**src/rtl/div_pkg.sv**
```systemverilog
// Shared types and constants for the iterative divider.
package div_pkg;

    typedef enum logic [1:0] {
        IDLE,
        RUN,
        FIN
    } state_t;

    localparam int DIV_WIDTH = 32;

    // Divide-by-zero quotient: the low w bits set (valid for w <= 64).
    function automatic logic [63:0] dbz_quotient(input int unsigned w);
        return (64'd1 << w) - 64'd1;
    endfunction

endpackage

```
**src/rtl/div_step.sv**
```systemverilog
// One restoring-division iteration: shift in a dividend bit, trial subtract, select.
module div_step #(
    parameter int WIDTH = 32
) (
    input  logic [WIDTH-1:0] p_in,
    input  logic             bit_in,
    input  logic [WIDTH-1:0] divisor,
    output logic [WIDTH-1:0] p_out,
    output logic             q_bit
);

    logic [WIDTH:0] shifted;
    logic [WIDTH:0] trial;

    assign shifted = {p_in, bit_in};
    assign trial   = shifted - {1'b0, divisor};

    // A clear sign bit means the divisor fit, so keep the difference.
    assign q_bit = ~trial[WIDTH];
    assign p_out = q_bit ? trial[WIDTH-1:0] : shifted[WIDTH-1:0];

endmodule

```
**src/rtl/iterative_divider.sv**
```systemverilog
// Multi-cycle restoring divider with a start/busy/done handshake.
// Define SIGNED_DIV_EN to add the is_signed port for two's-complement operands.
module iterative_divider
    import div_pkg::*;
#(
    parameter int WIDTH = DIV_WIDTH,
    parameter int CNT_W = $clog2(WIDTH) + 1
) (
    input  logic             clk,
    input  logic             reset,
    input  logic             start,
    input  logic [WIDTH-1:0] dividend,
    input  logic [WIDTH-1:0] divisor,
`ifdef SIGNED_DIV_EN
    input  logic             is_signed,
`endif
    output logic             busy,
    output logic             done,
    output logic [WIDTH-1:0] quotient,
    output logic [WIDTH-1:0] remainder,
    output logic             div_by_zero
);

    localparam logic [63:0]      DBZ_FULL = dbz_quotient(WIDTH);
    localparam logic [WIDTH-1:0] DBZ_Q    = DBZ_FULL[WIDTH-1:0];
    localparam logic [CNT_W-1:0] LAST_CNT = CNT_W'(WIDTH - 1);

    state_t           state_q, state_d;
    logic [CNT_W-1:0] cnt_q;
    logic [WIDTH-1:0] p_q, q_q, dvs_q;
    logic [WIDTH-1:0] p_next, q_raw, q_res, r_res;
    logic [WIDTH-1:0] dvd_mag, dvs_mag;
    logic             q_bit, accept, last;

    div_step #(.WIDTH(WIDTH)) u_step (
        .p_in    (p_q),
        .bit_in  (q_q[WIDTH-1]),
        .divisor (dvs_q),
        .p_out   (p_next),
        .q_bit   (q_bit)
    );

    assign q_raw = {q_q[WIDTH-2:0], q_bit};

`ifdef SIGNED_DIV_EN
    logic dvd_neg, dvs_neg, neg_q_q, neg_r_q;

    assign dvd_neg = is_signed & dividend[WIDTH-1];
    assign dvs_neg = is_signed & divisor[WIDTH-1];
    assign dvd_mag = dvd_neg ? -dividend : dividend;
    assign dvs_mag = dvs_neg ? -divisor : divisor;
    // Quotient negative on sign mismatch; remainder follows the dividend.
    assign q_res   = neg_q_q ? -q_raw : q_raw;
    assign r_res   = neg_r_q ? -p_next : p_next;
`else
    assign dvd_mag = dividend;
    assign dvs_mag = divisor;
    assign q_res   = q_raw;
    assign r_res   = p_next;
`endif

    // NOTE: registers update with <= so each one samples pre-edge values.
    always_ff @(posedge clk) begin
        if (reset) begin
            state_q <= IDLE;
        end else begin
            state_q <= state_d;
        end
    end

    always_comb begin
        // NOTE: every output gets a default first, so no branch can infer a latch.
        state_d = state_q;
        accept  = 1'b0;
        last    = 1'b0;
        busy    = 1'b0;
        done    = 1'b0;
        unique case (state_q)
            IDLE: state_d = IDLE;
            RUN: begin
                busy = 1'b1;
                if (cnt_q == LAST_CNT) begin
                    last    = 1'b1;
                    state_d = FIN;
                end
            end
            FIN: begin
                done    = 1'b1;
                state_d = IDLE;
            end
            default: state_d = IDLE;
        endcase
        // FIN accepts a new request so back-to-back issue has no idle gap.
        if (start && (state_q == IDLE || state_q == FIN)) begin
            accept  = 1'b1;
            state_d = (divisor == '0) ? FIN : RUN;
        end
    end

    always_ff @(posedge clk) begin
        if (reset) begin
            cnt_q       <= '0;
            p_q         <= '0;
            q_q         <= '0;
            dvs_q       <= '0;
            quotient    <= '0;
            remainder   <= '0;
            div_by_zero <= 1'b0;
`ifdef SIGNED_DIV_EN
            neg_q_q     <= 1'b0;
            neg_r_q     <= 1'b0;
`endif
        end else if (accept) begin
            cnt_q       <= '0;
            p_q         <= '0;
            q_q         <= dvd_mag;
            dvs_q       <= dvs_mag;
            div_by_zero <= 1'b0;
`ifdef SIGNED_DIV_EN
            neg_q_q     <= dvd_neg ^ dvs_neg;
            neg_r_q     <= dvd_neg;
`endif
            if (divisor == '0) begin
                quotient    <= DBZ_Q;
                remainder   <= dividend;
                div_by_zero <= 1'b1;
            end
        end else if (state_q == RUN) begin
            cnt_q <= cnt_q + CNT_W'(1);
            p_q   <= p_next;
            q_q   <= q_raw;
            if (last) begin
                quotient  <= q_res;
                remainder <= r_res;
            end
        end
    end

endmodule

```
**config.mk**
```make
export PLATFORM = sky130hd
export DESIGN_NAME = iterative_divider
export DESIGN_NICKNAME = d
export VERILOG_FILES = /design/src/rtl/div_pkg.sv /design/src/rtl/div_step.sv /design/src/rtl/iterative_divider.sv
export SDC_FILE = /design/constraint.sdc
export NUM_CORES = 1
export LEC_CHECK = 0
export ABC_AREA = 1
export BUFFER_PORTS_ARGS = -buffer_cell sky130_fd_sc_hd__buf_2
export CORE_MARGIN = 8
export CORE_UTILIZATION = 30
export CTS_CLUSTER_SIZE = 8
export DETAILED_ROUTE_END_ITERATION = 8
export GPL_ROUTABILITY_DRIVEN = 0
export PLACE_DENSITY = 0.52
export RECOVER_POWER = 25
export SYNTH_ARGS = -nofsm -noshare
export SYNTH_HDL_FRONTEND = slang
export SYNTH_SLANG_ARGS = --single-unit
export TNS_END_PERCENT = 100
```
**constraint.sdc**
```tcl
create_clock -name clk -period 2.33 [get_ports clk]
set_input_delay 0.233 -clock clk [delete_from_list [all_inputs] [get_ports clk]]
set_output_delay 0.233 -clock clk [all_outputs]
set_load 0.005 [all_outputs]
```
==> flow_summary.ini, run 1 <==
[worst_setup_path]
required_ns = 2.67
crit_chain = ha_4, nand2_2, nor2_2, inv_2, nor3_4, and2_4, nand2_4, nand2_4, nand2_4, nand2_8, clkbuf_16, nand2_4, nand2_2, nand2_1, nand2_1, inv_1
critical_path_arrival_ns = 2.63
cpLargestDelayFamily = simple AND/OR/NAND/NOR gates
crit_buf_inv = 3
cp-startpoint = p_q[23]
cp_common_cell = nand2_4
cp_max_fo = 6
endpoint_kind = flip-flop
critPathSlowestCell = dfxtp_1
crit_type = flip-flop to flip-flop
worstSetupStartpointType = flip-flop
regToRegStartpoint = p_q[23]
cpPeakStageDelay_ns = 0.38

[routing]
drt_pass1_iterations = 5
ant_nets = 0
route.met2.wl_um = 15600
m1WireLength_um = 15100
wl_met3_um = 1290
drt_iter0_markers = 484
top_layer = met4
remaining_drc_errors = 0
wl_um = 32700
drt-wirelength-per-cell_um = 15.1
vias = 9906
viasPerCell = 4.57

[yosys]
syn_area_per_cell_um2 = 6.34
synth_xor_area_share_pct = 1.42
yosysUniqueCellTypes = 45
synth_seq_area_share_pct = 34.3
synth_top_family_by_area = simple AND/OR/NAND/NOR gates
synth_compound_area_share_pct = 14.2
synth-simple-area-share_pct = 31.8
synth_cells = 1556
synthMuxAreaShare_pct = 0
syn-cell-area_um2 = 9860
synth_warnings = 0
synth-seq-cells = 169
synth_nets = 1657
synth_adder_area_share_pct = 4.39

[sta]
slew_viol_final = 0
finalSetupViolCount = 0
worst_pin_slew_ns = 0.900
fmax_ghz = 0.437
hold_viol_final = 0
fin_skew_ns = 0.00998
whs_ns = 0.0906
relSlewSlack_pct = 40.0
min_period_over_period_pct = 98.1
period_minus_slack_ns = 2.29
rsz0062_at_grt = yes

[clock_network]
clkLatencyLatePin_ns = 0.44
tritoncts = built
cts_made_buffers = 17
cts.path.max_buffers = 2
h-tree-depth = 4
clkTransAtPathRegs_ns = 0.07
cts-root-buf = clkbuf_16
clock_sinks = 169

[min_path]
min_from = divisor[21]
hp-class = input port to flip-flop

[cells_and_area]
finalNetCount = 1812
layout-drive-gt1-share_pct = 21.2
antenna_cells = 0
postLayoutCellArea_um2 = 12600
n_fill_cell = 3543
area_delta_synth_final_pct = 27.5

[global_route]
grt_pass1_vias = 9721
track_usage_pct = 16.7
antenna_found_initial = 0
grt_max_degree = 90
grt_pass1_wl_um = 51900
grt_overflow = 0

[outcome]
status = finished clean

[power_and_ir_drop]
vdd_drop_max_mv = 0.589
leakagePower_nw = 6.46
powerDensity_nw_per_um2 = 756

[floorplan]
die_x_um = 197
die_h_um = 197
dieArea_um2 = 38900
io_pins = 134
core_area_um2 = 32500
start_util_pct = 30.4
placementRows = 66

[flow_run]
maxCapViolCount = 0

[place]
port_buffers = 133
place_hpwl_um = 24700
place_area_um2 = 11200
where the power goes:
part	internal, mW	switching (mW)
Combinational	1.29	2.00
Sequential	3.02	0.0966
Clock	1.75	1.35
Total	6.06	3.44
cell families (layout without fill, tap and decap cells):
logic type	Yosys count	in the layout
AO/OA/AOI/OAI	254	254
buffers and inverters	335	503
flip-flops	169	169
AND/OR/NAND/NOR	748	748
XOR/XNOR	16	16
adder cells (fa/ha/maj)	34	34
cell usage after synthesis, drive strengths merged:
library cell,number,share of area [%]
nand2,471,19
inv,269,10
nor2,181,7.4
dfxtp,169,34
a21oi,119,6.2
o21ai,102,5.2
nand3,57,2.9
clkbuf,42,1.7
ha,33,4.2
a221oi,26,2.3
buf,21,1.7
xnor2,12,1.1
and2,10,0.63
nand4,8,0.51
nor4,7,0.60
nand3b,6,0.46
nor3,6,0.47
xor2,4,0.36
a31oi,2,0.13
clkinv,2,0.076
or2,2,0.15
a211oi,1,0.076
a21o,1,0.076
dlymetal6s2s,1,0.13
fa,1,0.20
o2111a,1,0.11
o211ai,1,0.076
o21bai,1,0.076
worst min-delay path, stage by stage:
cell     delay [ns]
buf_2          0.09
o21ai_0        0.07
a21oi_1        0.10
sequential cells by signal (all words and copies together), names as in the netlist:
register	flops
remainder	32
state_q	2
quotient	32
p_q	32
div_by_zero	1
q_q	32
cnt_q	6
dvs_q	32
path summary, 6_finish.rpt:
path            endpoint  slack, ns  cells past startpoint
min            dvs_q[21]       0.09                      3
min reg2reg  div_by_zero       0.46                      2
max              p_q[11]       0.04                     16
max reg2reg      p_q[11]       0.04                     16
final cells by class:
type,count,area [µm²],area share [%]
clock buffer,18,439,3.49
clock inverter,14,185,1.47
inverter,271,1020,8.09
multi-input combinational,1052,5730,45.6
sequential,169,3400,27.0
tap,442,553,4.40
timing repair buffer,200,1250,9.92
per-layer routing:
layer / up-vias / GRT usage, %
li1: 5142 / -
met1: 4527 / 21.2
met2: 198 / 28.6
met3: 39 / 2.95
met4: 0 / 4.35
met5: - / 0
timing repair:
action                     4_1_cts  5_1_grt
setup buffers                    3        3
resized for setup                9      147
hold buffers                     0        0
hold endpoints to repair         0        0
pin swaps                        4       29
setup endpoints to repair       65       66
cloned                           0        3
placed cells by master, fill, tap and decap left out, drive strengths merged, types with 6 or more instances in the layout:
cell type and count:
nand2 471, inv 277, nor2 181, dfxtp 169, buf 161, a21oi 119
o21ai 102, nand3 57, clkbuf 57, ha 33, a221oi 26, xnor2 12
and2 10, nand4 8, nor4 7, nand3b 6, nor3 6
through the flow:
stage / setup WS (ns) / setup TNS (ns) / std cells / utilization, % / total power [mW]
after floorplan: 0.105 / 0 / 1556 / - / 5.05
after global placement: -0.0693 / -1.57 / 2125 / 34.6 / 5.91
after detailed placement: -0.0949 / -2.82 / 2125 / 34.6 / 5.93
after CTS: 0.00333 / 0 / 2160 / 36.7 / 9.08
after global routing: -0.0693 / -1.56 / 2166 / 38.7 / 10.1
final: 0.0440 / 0 / 2166 / 38.7 / 9.50
Power figures use the tool's default switching activity.
==> run 2: changes to the inputs <==
==> constraint.sdc (replaced) <==
create_clock -name clk -period 2 [get_ports clk]
set_input_delay 0.2 -clock clk [delete_from_list [all_inputs] [get_ports clk]]
set_output_delay 0.2 -clock clk [all_outputs]
set_load 0.02 [all_outputs]
==> run 2 against run 1 <==
Net effect:
- the run now ends with negative setup slack left
- clock power rose by 5%
- fmax fell by 2.5%
- routed wire length increased by 3.1%
- count of clock-buffer cells in the layout rose by 1
- total power up 19%
- sequential cell count is the same
- hold slack worse by 0.044 ns
- clock skew hardly changed
- cell count grew 5.6%
- via count up 4.3%
- critical path type unchanged
- largest cell class unchanged
==> flow_summary.ini, run 2 (synthesized netlist as in run 1, its figures left out) <==
[cells_and_area]
regArea_um2 = 3400
finalNetCount = 1933
final_cell_mix = nand2_1 (382), inv_1 (256), buf_4 (169)
layout-drive-gt1-share_pct = 27.8
multiInputGateArea_um2 = 5860
final_common_cell = nand2_1
n_fill_cell = 3516
postLayoutCellArea_um2 = 13600
finalNonFillerCells = 2288
area_delta_synth_final_pct = 38.3

[floorplan]
die_h_um = 197
dieArea_um2 = 38900
io_pins = 134
placementRows = 66
die_x_um = 197
core_area_um2 = 32500
start_util_pct = 30.4

[power_and_ir_drop]
leakagePower_nw = 7.10
powerDensity_nw_per_um2 = 831
p_clk_share_pct = 28.9
swShare_pct = 36.5
netSwitchingPower_mw = 4.14
vdd_drop_max_mv = 0.710
total_power_mw = 11.3
p_int_mw = 7.20
seqPwrFrac_pct = 32.0
p_comb_share_pct = 39.2

[worst_setup_path]
endpoint_kind = flip-flop
worstSetupStartpointType = flip-flop
cp_max_fo = 8
critPathSlowestCell = fa_2
crit_type = flip-flop to flip-flop
cpPeakStageDelay_ns = 0.35
critical_path_arrival_ns = 2.68
crit_chain = inv_2, ha_4, fa_2, inv_2, nand2_2, nand2_2, nand3_2, nand2_2, nand2_2, nand2_4, nand2_4, nand2_4, nand2_4, nand2_8, clkbuf_16, nand2_1, nand2_1, nand2_1, nand2_1, inv_1
required_ns = 2.34

[sta]
hold_viol_final = 0
period_minus_slack_ns = 2.35
relSlewSlack_pct = 60.8
finalSetupViolCount = 66
fin_skew_ns = 0.0104
rsz0062_at_grt = yes
fmax_ghz = 0.426
slew_viol_final = 0
tns_ns = -17.34
layout_setup_ws_ns = -0.345
worst_pin_slew_ns = 0.588
min_period_over_period_pct = 117

[outcome]
violations = negative setup slack
status = complete, but fails checks

[clock_network]
h-tree-depth = 4
clkLatencyLatePin_ns = 0.43
clock_sinks = 169
hold_buffers = 0
cts.path.max_buffers = 2
tritoncts = built
cts-root-buf = clkbuf_16
cts_made_buffers = 17
clkTransAtPathRegs_ns = 0.07

[place]
port_buffers = 133
post-place-ws_ns = -0.354
place_area_um2 = 12200
dp.cells = 2245
place_hpwl_um = 25200

[routing]
drt_iter0_markers = 494
viasPerCell = 4.51
ant_nets = 0
vias = 10300
drt_pass1_iterations = 5
remaining_drc_errors = 0
wl_um = 33700
drt-wirelength-per-cell_um = 14.7

[flow_run]
maxCapViolCount = 0

[global_route]
grt_overflow = 0
track_usage_pct = 16.9
antenna_found_initial = 2
grt_max_degree = 64
grt_pass1_vias = 10200
grt_pass1_wl_um = 52800

[min_path]
hp-class = input port to flip-flop
[run 2: cell count changes in the layout (fill, tap and decap cells not counted), moves of 12 or more]
cell	before	now
buf_4	55	169
nand3_1	52	32
nand3_2	4	23
nand2_1	398	382
a21oi_2	13	25
[run 2: per-layer routing]
metal / wire length, µm / GRT usage (%)
met2: 16300 / 29.8
met4: 916 / 5.96
met1: 15300 / 20.4
met3: 1200 / 2.81
met5: 0 / 0
[run 2: through the flow]
step / utilization, % / hold WS [ns]
after CTS: 40.3 / 0.0246
after floorplan: - / 0.365
final: 42.0 / 0.0469
after global placement: 37.7 / 0.448
after detailed placement: 37.7 / 0.451
after global routing: 42.0 / 0.0357
[run 2: cell type report]
class	count	area share [%]
Antenna cell	2	0.0367
Multi-Input combinational cell	1052	43.0
Sequential cell	169	24.9
Tap cell	442	4.06
Clock buffer	19	3.25
Clock inverter	12	0.863
Inverter	271	7.46
Timing Repair Buffer	321	16.5
[run 2: what timing repair did]
item	CTS	global route
endpoints found under the setup margin	67	66
pin swaps	7	25
buffers inserted	4	1
gates resized for setup	50	112
cloned	1	5
hold endpoints to repair	0	0
[run 2: final timing paths]
| check | end | cells after the start | slack, ns | startpoint |
|---|---|---|---|---|
| worst min register to register | quotient[29] | 2 | 0.48 | quotient[29] |
| worst max-delay path | p_q[6] | 20 | -0.35 | q_q[31] |
| worst min-delay path | dvs_q[0] | 3 | 0.05 | divisor[0] |
| worst max register to register | p_q[6] | 20 | -0.35 | q_q[31] |
[run 2: worst max-delay path: cells and delay by family (launching register included)]
kind                       cells  cell delay, ns
and+or+nand+nor               14            1.05
buffers and inverters          4            0.34
adders and majority gates      2            0.50
DFF                            1            0.34
[run 2: power by group through the flow]
stage               Sequential (mW)  Clock [mW]  Combinational (mW)
global placement               3.69           0                3.67
floorplan                      3.65           0                2.29
detailed placement             3.69           0                3.69
CTS                            3.62        3.37                3.92
global route                   3.64        3.47                4.92
finish                         3.63        3.27                4.44
